### src/rtl/spi_4094_master.sv
// Serial initiator for a 4094 shift-register chain: shifts a word out MSB-first,
// pulses the latch strobe, and captures the chain's serial return as readback.
//
// state      | meaning
// S_IDLE     | waiting for start
// S_SHIFT_LO | sclk low, sdata set up for the current bit
// S_SHIFT_HI | sclk high, sdata held past the rising edge
// S_STROBE   | strobe high, chain outputs latching
// S_DONE     | one-cycle completion, accepts start like S_IDLE
module spi_4094_master #(
  parameter int NUM_BITS      = 24,
  parameter int CLK_DIV       = 2,
  parameter int STROBE_CYCLES = 2
) (
  input  logic                clk,
  input  logic                reset,
  input  logic                start,
  input  logic [NUM_BITS-1:0] din,
  output logic                busy,
  output logic                done,
  output logic [NUM_BITS-1:0] dout,
  output logic                sclk,
  output logic                sdata,
  output logic                strobe,
  input  logic                miso
);

  localparam int CNT_MAX = (CLK_DIV > STROBE_CYCLES) ? CLK_DIV : STROBE_CYCLES;
  localparam int CNT_W   = (CNT_MAX > 1) ? $clog2(CNT_MAX) : 1;
  localparam int BIT_W   = $clog2(NUM_BITS) + 1;

  localparam logic [CNT_W-1:0] DIV_LOAD = CNT_W'(CLK_DIV - 1);
  localparam logic [CNT_W-1:0] STB_LOAD = CNT_W'(STROBE_CYCLES - 1);
  localparam logic [BIT_W-1:0] BIT_LOAD = BIT_W'(NUM_BITS - 1);

  typedef enum logic [2:0] {
    S_IDLE, S_SHIFT_LO, S_SHIFT_HI, S_STROBE, S_DONE
  } state_t;

  state_t              state_q, state_d;
  logic [CNT_W-1:0]    cnt_q, cnt_d;
  logic [BIT_W-1:0]    bit_q, bit_d;
  logic [NUM_BITS-1:0] tx_q, tx_d;
  logic [NUM_BITS-1:0] rx_q, rx_d;
  logic [NUM_BITS-1:0] dout_q, dout_d;
  logic                sclk_q, sclk_d;
  logic                sdata_q, sdata_d;
  logic                strobe_q, strobe_d;
  logic                busy_q, busy_d;
  logic                done_q, done_d;

  always_ff @(posedge clk or posedge reset) begin
    if (reset) begin
      state_q  <= S_IDLE;
      cnt_q    <= '0;
      bit_q    <= '0;
      tx_q     <= '0;
      rx_q     <= '0;
      dout_q   <= '0;
      sclk_q   <= 1'b0;
      sdata_q  <= 1'b0;
      strobe_q <= 1'b0;
      busy_q   <= 1'b0;
      done_q   <= 1'b0;
    end else begin
      state_q  <= state_d;
      cnt_q    <= cnt_d;
      bit_q    <= bit_d;
      tx_q     <= tx_d;
      rx_q     <= rx_d;
      dout_q   <= dout_d;
      sclk_q   <= sclk_d;
      sdata_q  <= sdata_d;
      strobe_q <= strobe_d;
      busy_q   <= busy_d;
      done_q   <= done_d;
    end
  end

  always_comb begin
    state_d  = state_q;
    cnt_d    = cnt_q;
    bit_d    = bit_q;
    tx_d     = tx_q;
    rx_d     = rx_q;
    dout_d   = dout_q;
    sclk_d   = sclk_q;
    sdata_d  = sdata_q;
    strobe_d = strobe_q;
    busy_d   = busy_q;
    done_d   = 1'b0;
    unique case (state_q)
      S_IDLE, S_DONE: begin
        state_d = S_IDLE;
        if (start) begin
          tx_d    = din;
          sdata_d = din[NUM_BITS-1];
          sclk_d  = 1'b0;
          busy_d  = 1'b1;
          bit_d   = BIT_LOAD;
          cnt_d   = DIV_LOAD;
          state_d = S_SHIFT_LO;
        end
      end
      S_SHIFT_LO: begin
        if (cnt_q == '0) begin
          // miso still shows the chain's last bit; the rising edge below shifts it out
          rx_d    = (rx_q << 1) | NUM_BITS'(miso);
          sclk_d  = 1'b1;
          cnt_d   = DIV_LOAD;
          state_d = S_SHIFT_HI;
        end else begin
          cnt_d = cnt_q - 1'b1;
        end
      end
      S_SHIFT_HI: begin
        if (cnt_q == '0) begin
          sclk_d = 1'b0;
          if (bit_q != '0) begin
            tx_d    = tx_q << 1;
            sdata_d = tx_d[NUM_BITS-1];
            bit_d   = bit_q - 1'b1;
            cnt_d   = DIV_LOAD;
            state_d = S_SHIFT_LO;
          end else begin
            strobe_d = 1'b1;
            sdata_d  = 1'b0;
            cnt_d    = STB_LOAD;
            state_d  = S_STROBE;
          end
        end else begin
          cnt_d = cnt_q - 1'b1;
        end
      end
      S_STROBE: begin
        if (cnt_q == '0) begin
          strobe_d = 1'b0;
          busy_d   = 1'b0;
          done_d   = 1'b1;
          dout_d   = rx_q;
          state_d  = S_DONE;
        end else begin
          cnt_d = cnt_q - 1'b1;
        end
      end
      default: state_d = S_IDLE;
    endcase
  end

  assign busy   = busy_q;
  assign done   = done_q;
  assign dout   = dout_q;
  assign sclk   = sclk_q;
  assign sdata  = sdata_q;
  assign strobe = strobe_q;

endmodule

### config.mk
export PLATFORM = sky130hd
export DESIGN_NAME = spi_4094_master
export DESIGN_NICKNAME = d
export VERILOG_FILES = /design/src/rtl/spi_4094_master.sv
export SDC_FILE = /design/constraint.sdc
export NUM_CORES = 1
export LEC_CHECK = 0
export CORE_ASPECT_RATIO = 1.5
export CORE_MARGIN = 3
export CORE_UTILIZATION = 48
export DETAILED_ROUTE_END_ITERATION = 8
export PLACE_DENSITY = 0.75
export SLEW_MARGIN = 5
export SYNTH_ARGS = -nofsm -noshare
export SYNTH_HDL_FRONTEND = slang
export SYNTH_SLANG_ARGS = --single-unit
### constraint.sdc
create_clock -name clk -period 3 [get_ports clk]
set_input_delay 0.6 -clock clk [delete_from_list [all_inputs] [get_ports clk]]
set_output_delay 0.6 -clock clk [all_outputs]
set_load 0.02 [all_outputs]
==> results of run 1 <==
[flip-flops by register name, indices dropped and copies added (netlist names)]
name / cells
cnt_q: 1
tx_q: 23
sclk: 1
bit_q: 6
rx_q: 24
busy: 1
dout: 24
strobe: 1
sdata: 1
state_q: 3
done: 1
[critical path, stage by stage, from the launching register on]
cell and delay [ps]:
dfrtp_1 410, inv_1 70, ha_1 170, or3b_4 420, o31ai_4 230, a21boi_4 200
buf_4 360, mux2_2 380
[final cells by class]
type,instances,area share (%)
Timing Repair Buffer,62,13.44
Tap cell,100,2.720
Sequential cell,86,46.79
Multi-Input combinational cell,152,32.35
Inverter,7,0.5985
Clock inverter,1,0.6529
Clock buffer,13,3.455
[through the flow]
stage | instances | setup WS [ps] | instance area (um^2) | utilization, % | total power [mW]
6_report | 421 | 627.7 | 4599 | 62.01 | 2.069
5_1_grt | 421 | 526.7 | 4599 | 62.01 | 2.154
4_1_cts | 421 | 630.3 | 4599 | 62.01 | 2.095
3_5_place_dp | 407 | 653.6 | 4410 | 59.46 | 1.307
3_3_place_gp | 407 | 706.9 | 4410 | 59.46 | 1.304
2_1_floorplan | 259 | 178.2 | 3756 | - | 1.253
[metal layers]
metal | global-route usage (%) | vias to the layer above
li1 | - | 1032
met1 | 18.43 | 1075
met2 | 25.92 | 45
met3 | 5.039 | 8
met4 | 5.951 | 0
met5 | 0 | -
[cell families (layout without fill, tap and decap cells)]
logic type | after synthesis | after routing | share of synthesized area, %
muxes | 95 | 95 | 28.98
DFF | 86 | 86 | 57.30
and+or+nand+nor | 38 | 38 | 6.296
buffers and inverters | 21 | 83 | 3.264
AOI/OAI and AO/OA | 17 | 17 | 3.598
adders and majority gates | 1 | 1 | 0.3331
xor gates and xnor gates | 1 | 1 | 0.2332
[cells in the final DEF, fill, tap and decap left out, drive strengths merged, types with 5 or more instances in the layout]
master / instances
buf: 6
clkbuf: 13
clkdlybuf4s50: 56
dfrtp: 86
inv: 6
mux2: 95
nand2: 10
nor2: 8
o21ai: 5
[worst max path at each step]
stage / start / end / slack, ps / depth (start not counted)
after floorplan: reset / bit_q[0] / 180 / 1
after global placement: bit_q[0] / tx_q[9] / 710 / 7
after detailed placement: bit_q[0] / tx_q[15] / 650 / 7
after CTS: bit_q[0] / tx_q[12] / 630 / 7
after global routing: bit_q[0] / tx_q[10] / 530 / 7
final: bit_q[0] / tx_q[15] / 630 / 7
[power by group through the flow]
stage	Sequential [mW]	Combinational, mW	Clock (mW)
finish	1.18	0.0968	0.788
global route	1.19	0.108	0.860
CTS	1.18	0.101	0.810
detailed placement	1.21	0.0997	0
global placement	1.21	0.0977	0
floorplan	1.20	0.0482	0
==> impl_metrics.json, run 1 <==
{
  "status": "complete, no violations",
  "r2r_start": "bit_q[0]",
  "overflow": 0,
  "grt_max_degree": 50,
  "start_kind": "flip-flop",
  "syn-cell-area_um2": 3756,
  "synth_warnings": 0,
  "grt_use_total_pct": 15.45,
  "power.leakage_nw": 2.120,
  "p_seq_share_pct": 57.2,
  "start_util_pct": 50.64,
  "cts_setup_buffers": 0,
  "setup-tns-final_ps": 0,
  "rsz0062_at_grt": "false",
  "io_buffers": 56,
  "cts-hold-fix-buffers": 0,
  "antenna_found_initial": 0,
  "dieArea_um2": 8944,
  "wl_per_cell_um": 15.10,
  "vias": 2160,
  "worstReg2RegEnd": "tx_q[15]",
  "ant_nets": 0,
  "synthTopCellsByArea": "dfrtp_1 57%, mux2_2 27%, mux2_4 2.0%",
  "rows": 38,
  "drv_slew": 0,
  "insertion_delay_ps": 340,
  "diodes": 0,
  "async_flop_share_pct": 100.0,
  "ff2ff_path_depth": 7,
  "min_path_cells": 1,
  "syn_avg_cell_area_um2": 14.50,
  "cts_root_buffer": "clkbuf_8",
  "power.share.combinational_pct": 4.7,
  "r2r_slack_ps": 630,
  "clkSinkCount": 86,
  "cap_violations": 0,
  "cts_tree": "done",
  "synth_area_leader_cell": "dfrtp_1",
  "period_share_pct": 79.08,
  "crit_arrival_ps": 2600,
  "synthFlopType": "dfrtp_1",
  "p_sw_share_pct": 19.93,
  "final_nets": 347,
  "cts_max_level": 3,
  "yosysTopAreaCellShare_pct": 57.30,
  "ir_drop_mv": 0.3406,
  "via_per_inst": 5.131,
  "setup.worst_path.end_class": "flip-flop",
  "die_x_um": 78.23,
  "postRouteWirelength_mm": 6.358,
  "multi_input_area_um2": 1488,
  "wl_met1_mm": 2.807,
  "holdPathEnd": "tx_q[21]",
  "slew_headroom_pct": 55.65,
  "seqCellArea_um2": 2152,
  "gp_congestion": 0.7952,
  "p_int_mw": 1.656,
  "dr.max_layer_used": "met4",
  "fp.dieH_um": 114.3,
  "whs_ps": 507.3,
  "worstPathRequired_ps": 3230,
  "worst_slew_pin_slew_ps": 664.4,
  "drc_errors": 0,
  "synth-edff-count": 0,
  "synth_cell_types": 39,
  "core-area_um2": 7417,
  "max_freq_mhz": 421.5,
  "synth_seq_cells": 86,
  "wl_met3_um": 322,
  "dpl.hpwl_mm": 4.282,
  "hp-class": "flip-flop to flip-flop",
  "wl_met2_mm": 3.136,
  "yosysSeqAreaShare_pct": 57.30,
  "worst-path-max-fanout": 29,
  "hold_viol_final": 0,
  "grt_pass1_vias": 2354,
  "setup_violations": 0,
  "syn_inst": 259,
  "drt-pass1-iter-count": 4,
  "critPathKind": "flip-flop to flip-flop",
  "drive_above_1_share_pct": 38.32,
  "drtIter0Drc": 157,
  "synthesis.nets": 288,
  "clk_pin_slew_ps": 80,
  "hold_start": "tx_q[21]",
  "io_pins": 57,
  "finalCriticalPeriod_ps": 2372,
  "n_fill_cell": 587,
  "grt_pass1_wl_mm": 10.96,
  "clkPwrFrac_pct": 38.1,
  "cts-resized-gates": 0,
  "cts_buffers": 9,
  "skew_ps": 6.776,
  "clockBufferDepth": 2,
  "synth_common_cells": "90 x mux2_2, 86 x dfrtp_1, 10 x nand2_1",
  "synth_most_common_cell": "mux2_2",
  "pwr_density_cell_nw_per_um2": 449.8,
  "area_growth_pct": 22.45,
  "power.switching_mw": 0.4122
}
Note: power is estimated with default switching activity, not from simulation.
==> inputs of run 2 (changes only) <==
==> constraint.sdc (replaced) <==
create_clock -name clk -period 2.15 [get_ports clk]
set_input_delay 0.43 -clock clk [delete_from_list [all_inputs] [get_ports clk]]
set_output_delay 0.43 -clock clk [all_outputs]
set_load 0.02 [all_outputs]
==> run 2 against run 1 <==
Compared with the run above:
- the run now ends with negative setup slack left
- non-clock buffer count up 15
- total power up 43%
- register-to-register slack worse by 650 ps
- combinational power up 46%
- critical endpoint is now tx_q[6]
- largest power group unchanged
- highest routed layer unchanged
==> impl_metrics.json, run 2 (synthesis results as in run 1) <==
{
  "status": "complete, but fails checks",
  "violations": "negative setup slack",
  "gp_congestion": 0.8094,
  "clockBufferDepth": 2,
  "cts_root_buffer": "clkbuf_8",
  "start_util_pct": 50.64,
  "hp-class": "flip-flop to flip-flop",
  "r2r_start": "bit_q[0]",
  "max_freq_mhz": 460.5,
  "wl_per_cell_um": 15.35,
  "setup.worst_path.end_class": "flip-flop",
  "start_kind": "flip-flop",
  "drtIter0Drc": 96,
  "drt-pass1-iter-count": 4,
  "core-area_um2": 7417,
  "finalCriticalPeriod_ps": 2172,
  "mostFrequentLayoutCells": "86 x dfrtp_1, 84 x mux2_2, 56 x clkdlybuf4s50_1",
  "insertion_delay_ps": 360,
  "rsz0062_at_grt": "true",
  "antenna_found_initial": 0,
  "placedCellCount": 413,
  "cap_violations": 0,
  "worst-path-max-fanout": 12,
  "cts-hold-fix-buffers": 0,
  "drc_errors": 0,
  "final_common_cell": "dfrtp_1",
  "worstPathRequired_ps": 2400,
  "power.leakage_nw": 2.264,
  "grt_max_degree": 87,
  "worst_slew_pin_slew_ps": 459.8,
  "startpoint": "bit_q[0]",
  "worst_slack_ps": -21.75,
  "vias": 2247,
  "hold_start": "strobe",
  "clk_pin_slew_ps": 80,
  "diodes": 0,
  "grt_pass1_vias": 2463,
  "final_nets": 362,
  "fp.dieH_um": 114.3,
  "cts_tree": "done",
  "whs_ps": 502.1,
  "io_pins": 57,
  "via_per_inst": 5.130,
  "area_growth_pct": 29.41,
  "setup_violations": 14,
  "overflow": 0,
  "crit_arrival_ps": 2420,
  "io_buffers": 56,
  "hold_viol_final": 0,
  "cts_max_level": 3,
  "skew_ps": 6.500,
  "pwr_density_cell_nw_per_um2": 609.7,
  "ir_drop_mv": 0.5563,
  "period_share_pct": 101.0,
  "postRouteWirelength_mm": 6.724,
  "die_x_um": 78.23,
  "ant_nets": 0,
  "final-instance-count-excl-fill": 438,
  "slew_headroom_pct": 69.34,
  "grt_pass1_wl_mm": 11.38,
  "grt_use_total_pct": 16.23,
  "drive_above_1_share_pct": 42.31,
  "critPathKind": "flip-flop to flip-flop",
  "drv_slew": 0,
  "cts_buffers": 9,
  "dieArea_um2": 8944,
  "rows": 38,
  "clkSinkCount": 86,
  "dpl.hpwl_mm": 4.124
}
[run 2: what timing repair did]
item                       in CTS  in global routing
gates resized for setup         1                 11
setup buffers                   4                  3
cloned                          1                  1
setup endpoints to repair      18                 25
pin swaps                       0                  1
[run 2: worst paths after layout]
kind                       depth (start not counted)        to  slack (ps)
max reg2reg                                        8   tx_q[6]         -20
min                                                2    strobe         500
min in group asynchronous                          3   dout[3]         520
max in group asynchronous                          3  tx_q[19]        1260
max                                                8   tx_q[6]         -20
min reg2reg                                        2    strobe         500
[run 2: metal layers]
metal	up-vias	routed length, um	GRT usage (%)
li1	1064	-	-
met1	1129	2801	18.82
met2	43	3425	27.35
met3	11	354	4.961
met4	0	143	7.701
met5	-	0	0
[run 2: per-stage QoR]
step           utilization, %  area, um^2  TNS [ps]  total power [mW]  worst slack, ps
6_report                65.54        4861    -116.1             2.964           -21.75
5_1_grt                 65.54        4861     -2126             3.086           -109.1
4_1_cts                 64.36        4773    -21.73             2.997           -4.074
3_5_place_dp            60.78        4508         0             1.825           0.6239
3_3_place_gp            60.78        4508         0             1.823            78.37
2_1_floorplan               -        3760         0             1.749            53.79
[run 2: power breakdown]
part           internal (mW)  switching (mW)
clock                  0.600           0.570
sequential              1.64          0.0137
combinational         0.0859          0.0548
total                   2.32           0.639
[run 2: area by class of cell]
type | count | area, um^2
clock inverters | 5 | 56.30
inverters | 7 | 30.03
multi-input cells | 152 | 1513
clock buffers | 11 | 151.4
well taps | 100 | 125.1
repair buffers | 77 | 833.3
fillers | 600 | 2556
flip-flops and latches | 86 | 2152
[run 2: worst max-delay path: stages, from the launching register on]
cell	delay, ps
dfrtp_1	390
inv_1	70
ha_2	180
or3b_4	390
o31ai_4	190
a21boi_4	240
buf_6	130
buf_12	130
mux2_2	340
